### config.mk
export PLATFORM = sky130hd
export DESIGN_NAME = fifo_operand_reader
export DESIGN_NICKNAME = d
export VERILOG_FILES = /design/src/rtl/gcd_pkg.sv /design/src/rtl/fifo_operand_reader.sv
export SDC_FILE = /design/constraint.sdc
export NUM_CORES = 1
export LEC_CHECK = 0
export CORE_ASPECT_RATIO = 0.6
export CORE_UTILIZATION = 38
export DETAILED_ROUTE_END_ITERATION = 12
export GPL_TIMING_DRIVEN = 0
export PLACE_DENSITY_LB_ADDON = 0.15
export SLEW_MARGIN = 5
export SYNTH_ARGS = -nofsm -noshare
export SYNTH_HDL_FRONTEND = slang
export SYNTH_SLANG_ARGS = --single-unit
### constraint.sdc
create_clock -name clk_i -period 2.5 [get_ports clk_i]
set_clock_uncertainty 0.15 [all_clocks]
set_input_delay 0.25 -clock clk_i [delete_from_list [all_inputs] [get_ports clk_i]]
set_output_delay 0.25 -clock clk_i [all_outputs]
set_load 0.02 [all_outputs]
### src/rtl/gcd_pkg.sv
// Shared definitions for the GCD operand path: the FIFO, the operand reader
// and the GCD core all use the same word width and reader state encoding.
package gcd_pkg;

    // Default operand width, shared with the FIFO and the GCD core.
    localparam int DATA_WIDTH = 4;

    typedef logic [DATA_WIDTH-1:0] operand_t;

    // Read-side sequencing: pop A, capture A, pop B, capture B, present pair.
    typedef enum logic [2:0] {
        POP_A   = 3'd0,
        CAP_A   = 3'd1,
        POP_B   = 3'd2,
        CAP_B   = 3'd3,
        PRESENT = 3'd4
    } rd_state_e;

endpackage

### src/rtl/fifo_operand_reader.sv
// fifo_operand_reader
//   Pops two consecutive words from a FIFO with a registered read path
//   (data appears the cycle after a granted pop) and presents them as an
//   (A, B) operand pair to the GCD core over valid/ready. Counts accepted
//   pairs modulo 2^CNT_WIDTH.
// Ports:
//   clk_i, rst_i     clock, asynchronous active-high reset
//   fifo_empty_i     FIFO empty flag
//   fifo_data_i      FIFO registered read data
//   fifo_rd_en_o     pop request (never asserted on consecutive cycles)
//   op_a_o, op_b_o   current operand pair (registered, stable while valid)
//   op_valid_o       pair valid (registered)
//   op_ready_i       GCD core accepts the pair
//   pair_cnt_o       number of accepted pairs since reset
//   busy_o           high whenever the reader is not idle in POP_A
module fifo_operand_reader #(
    parameter int DATA_WIDTH = gcd_pkg::DATA_WIDTH,
    parameter int CNT_WIDTH  = 8
) (
    input  logic                  clk_i,
    input  logic                  rst_i,
    input  logic                  fifo_empty_i,
    input  logic [DATA_WIDTH-1:0] fifo_data_i,
    output logic                  fifo_rd_en_o,
    output logic [DATA_WIDTH-1:0] op_a_o,
    output logic [DATA_WIDTH-1:0] op_b_o,
    output logic                  op_valid_o,
    input  logic                  op_ready_i,
    output logic [CNT_WIDTH-1:0]  pair_cnt_o,
    output logic                  busy_o
);
    import gcd_pkg::*;

    rd_state_e             state, state_next;
    logic [DATA_WIDTH-1:0] a_q;
    logic                  rd_en;
    logic                  valid_next;

    always_ff @(posedge clk_i or posedge rst_i) begin
        if (rst_i) begin
            state      <= POP_A;
            a_q        <= '0;
            op_a_o     <= '0;
            op_b_o     <= '0;
            op_valid_o <= 1'b0;
            pair_cnt_o <= '0;
        end else begin
            state      <= state_next;
            op_valid_o <= valid_next;
            if (state == CAP_A)
                a_q <= fifo_data_i;
            // Both operands update together so the pair seen at the
            // outputs is always coherent; B comes straight off the FIFO.
            if (state == CAP_B) begin
                op_a_o <= a_q;
                op_b_o <= fifo_data_i;
            end
            if (state == PRESENT && op_ready_i)
                pair_cnt_o <= pair_cnt_o + 1'b1;
        end
    end

    always_comb begin
        state_next = state;
        rd_en      = 1'b0;
        valid_next = 1'b0;
        case (state)
            POP_A: begin
                rd_en = !fifo_empty_i;
                if (!fifo_empty_i)
                    state_next = CAP_A;
            end
            CAP_A: state_next = POP_B;
            POP_B: begin
                rd_en = !fifo_empty_i;
                if (!fifo_empty_i)
                    state_next = CAP_B;
            end
            CAP_B: begin
                state_next = PRESENT;
                valid_next = 1'b1;
            end
            PRESENT: begin
                valid_next = !op_ready_i;
                if (op_ready_i)
                    state_next = POP_A;
            end
            default: state_next = POP_A;
        endcase
    end

    // The reset state is POP_A, which would otherwise pop a non-empty FIFO
    // while reset is still held.
    assign fifo_rd_en_o = rd_en && !rst_i;
    assign busy_o       = (state != POP_A);

endmodule

==> run_results.csv <==
group,metric,value,unit
clock_tree,post-cts-setup-buffers,0,
hold_path,hold_class,"reg -> reg",
synthesis,synth_area_leaders,"dfrtp_1, mux2_2, xnor2_1",
floorplanning,core_area,0.00229,mm^2
floorplanning,die_width,67.4,um
outcome,status,"complete, no violations",
critical_path,worstPathMaxFanout,8,
route,wl_met1,802,um
timing,finalSetupViolations,0,
route,drt_iter0_drc,38,
clock_tree,path_clk_slew,0.07,ns
route,top_layer_used,"met4",
floorplanning,ioPinCount,27,
synthesis,ys_types,23,
global_route,grt_pass1_vias,522,
clock_tree,numClockSinks,24,
power,power_density,1120,mW/mm^2
timing,tightest_slew,0.869,ns
clock_tree,cts_tree,"done",
power,intPower,0.989,mW
power,power_switching,0.487,mW
synthesis,yosys.area_share.simple,12.8,%
timing,finalCriticalPeriod,2.09,ns
timing,max_freq,479,MHz
route,drt-total-wl,1600,um
cells_and_area,layout-drive-gt1-share,20.6,%
synthesis,ys_ff_latch,24,
synthesis,syn_area,975,um^2
critical_path,crit_arrival,1.69,ns
global_route,track_usage,13.3,%
placement,place_area,0.00127,mm^2
cells_and_area,multiInputGateArea,358,um^2
timing,fin_setup_tns,0,ns
global_route,grt_pass1_wl,2460,um
global_route,grt_start_max_net_pins,25,
cells_and_area,layout.nets,108,
cells_and_area,fillers,181,
floorplanning,dieHeight,41.2,um
critical_path,critPathSlowestCell,"clkdlybuf4s50_1",
synthesis,yosysTopAreaCell,"dfrtp_1",
clock_tree,cts_resized,0,
critical_path,cp_cell_sequence,"nor4_1, clkdlybuf4s50_1",
critical_path,crit_path_start_kind,"flop",
synthesis,synth_top_family_by_area,"multiplexers",
timing,period_share,83.6,%
clock_tree,cts-htree-levels,1,
synthesis,yosys_warnings,0,
cells_and_area,antenna_cells,0,
route,via_count,626,
timing,final_max_slew_viol_count,0,
synthesis,synth_compound_area_share,0,%
synthesis,avgSynthCellArea,14.3,um^2
synthesis,synth-seq-area-share,61.6,%
power,p_sw_share,33.0,%
critical_path,required,2.10,ns
critical_path,crit_path_end_kind,"primary output",
power,power,1.48,mW
power,p_leak,0.566,nW
cells_and_area,design_area,0.00131,mm^2
route,ant_nets,0,
route,route.met3.wl,94,um
floorplanning,die_area,0.00278,mm^2
placement,hpwl,1180,um
synthesis,postSynthCellCount,68,
clock_tree,clockRootBuffer,"clkbuf_8",
critical_path,cp_slowest_stage_delay,0.65,ns
floorplanning,placementRows,13,
placement,io_buffer_count,26,
placement,gp_congestion,0.659,
power,p_comb_share,41.2,%
power,seq_power_share,44.1,%
floorplanning,start_util,42.5,%
route,met2_wirelength,697,um
synthesis,synth.area.mux_share,15.4,%
synthesis,syn_nets,77,
route,via_per_inst,4.93,
timing,hold_violations,0,
cells_and_area,regArea,601,um^2
clock_tree,cts_inserted_buffers,3,
power,peakVddDrop,0.595,mV
synthesis,yosys.area.top_type_share,61.6,%
flow_run,max_cap_viol_count,0,
global_route,antenna_found_initial,0,
critical_path,crit_type,"reg -> out",
timing,worst_slew_margin_rel,42.0,%
clock_tree,clk_latency,0.26,ns
clock_tree,holdBufCountCts,0,
route,wl_per_cell,12.6,um
timing,rsz0062_at_grt,"no",
synthesis,synth_xor_area_share,7.19,%
clock_tree,clockBufferDepth,2,
global_route,grt.overflow.total,0,
route,drc_errors,0,
synthesis,synthAdderAreaFrac,1.28,%
cells_and_area,area_growth,34.8,%
route,drt-pass1-iter-count,4,
power,clkPwrFrac,14.6,%
cell type report:
type | instances | share of cell area (%)
clock buffers | 3 | 3.14
well taps | 30 | 2.86
inverters | 1 | 0.286
multi-input cells | 41 | 27.2
plain buffers | 2 | 0.952
repair buffers | 26 | 19.8
flip-flops and latches | 24 | 45.7
sequential cells by signal (all words and copies together), names as in the netlist:
register    count
state           3
pair_cnt_o      8
op_valid_o      1
op_b_o          4
a_q             4
op_a_o          4
cell families (layout without fill, tap and decap cells):
kind of cell	Yosys count	after routing
buffers and inverters	3	32
AND/OR/NAND/NOR	19	19
XOR/XNOR	8	8
flip-flops	24	24
multiplexers	13	13
adder cells (fa/ha/maj)	1	1
worst max-delay path, delay by kind of cell, from the launching register on:
kind,cells,cell delay [ns]
simple gates,1,0.32
buf+inv,1,0.65
flops,1,0.47
metrics by stage:
step | util, % | cells | hold slack, ns | worst slack (ns)
finish | 57.3 | 127 | 0.321 | 0.411
global route | 57.3 | 127 | 0.361 | 0.314
CTS | 57.3 | 127 | 0.327 | 0.400
detailed placement | 55.5 | 124 | 0.317 | 0.531
global placement | 55.5 | 124 | 0.311 | 0.577
floorplan | - | 68 | 0.115 | 0.943
synth_stat cells (all sizes together):
| master | instances |
|---|---|
| xor2 | 1 |
| dfrtp | 24 |
| xnor2 | 7 |
| buf | 2 |
| inv | 1 |
| nor3 | 1 |
| ha | 1 |
| nand2 | 3 |
| or3 | 1 |
| nand4 | 3 |
| or4b | 1 |
| and4 | 1 |
| and2 | 1 |
| and4bb | 1 |
| nor4 | 1 |
| mux2 | 13 |
| nand3b | 1 |
| nor2 | 1 |
| nand3 | 2 |
| nor3b | 1 |
| and3 | 1 |
routing by layer:
layer,global-route usage [%],vias up
li1,-,299
met4,3.19,0
met1,17.6,309
met2,19.0,16
met3,6.94,2
met5,0,-
worst paths after layout:
check,start,to,slack (ns),cells past startpoint
min in group asynchronous,rst_i,op_valid_o$_DFF_PP0_,0.35,2
max,state[2]$_DFFE_PP0P_,fifo_rd_en_o,0.41,2
min reg2reg,pair_cnt_o[7]$_DFFE_PP0P_,pair_cnt_o[7]$_DFFE_PP0P_,0.32,1
min,pair_cnt_o[7]$_DFFE_PP0P_,pair_cnt_o[7]$_DFFE_PP0P_,0.32,1
max reg2reg,state[0]$_DFFE_PP0P_,a_q[2]$_DFFE_PP0P_,1.00,2
max in group asynchronous,rst_i,op_a_o[0]$_DFFE_PP0N_,1.31,2
layout by cell type (no fill, tap or decap), drive strengths merged, types with 2 or more instances in the layout:
| cell type | instances |
|---|---|
| buf | 2 |
| clkbuf | 3 |
| clkdlybuf4s50 | 26 |
| dfrtp | 24 |
| mux2 | 13 |
| nand2 | 3 |
| nand3 | 2 |
| nand4 | 3 |
| xnor2 | 7 |
power by group through the flow:
| stage | Sequential [mW] | Combinational [mW] | Clock [mW] |
|---|---|---|---|
| after floorplan | 0.751 | 0.243 | 0 |
| after global placement | 0.650 | 0.608 | 0 |
| after detailed placement | 0.659 | 0.613 | 0 |
| after CTS | 0.652 | 0.616 | 0.225 |
| after global routing | 0.671 | 0.651 | 0.248 |
| final | 0.651 | 0.608 | 0.216 |
Note: power is estimated with default switching activity, not from simulation.
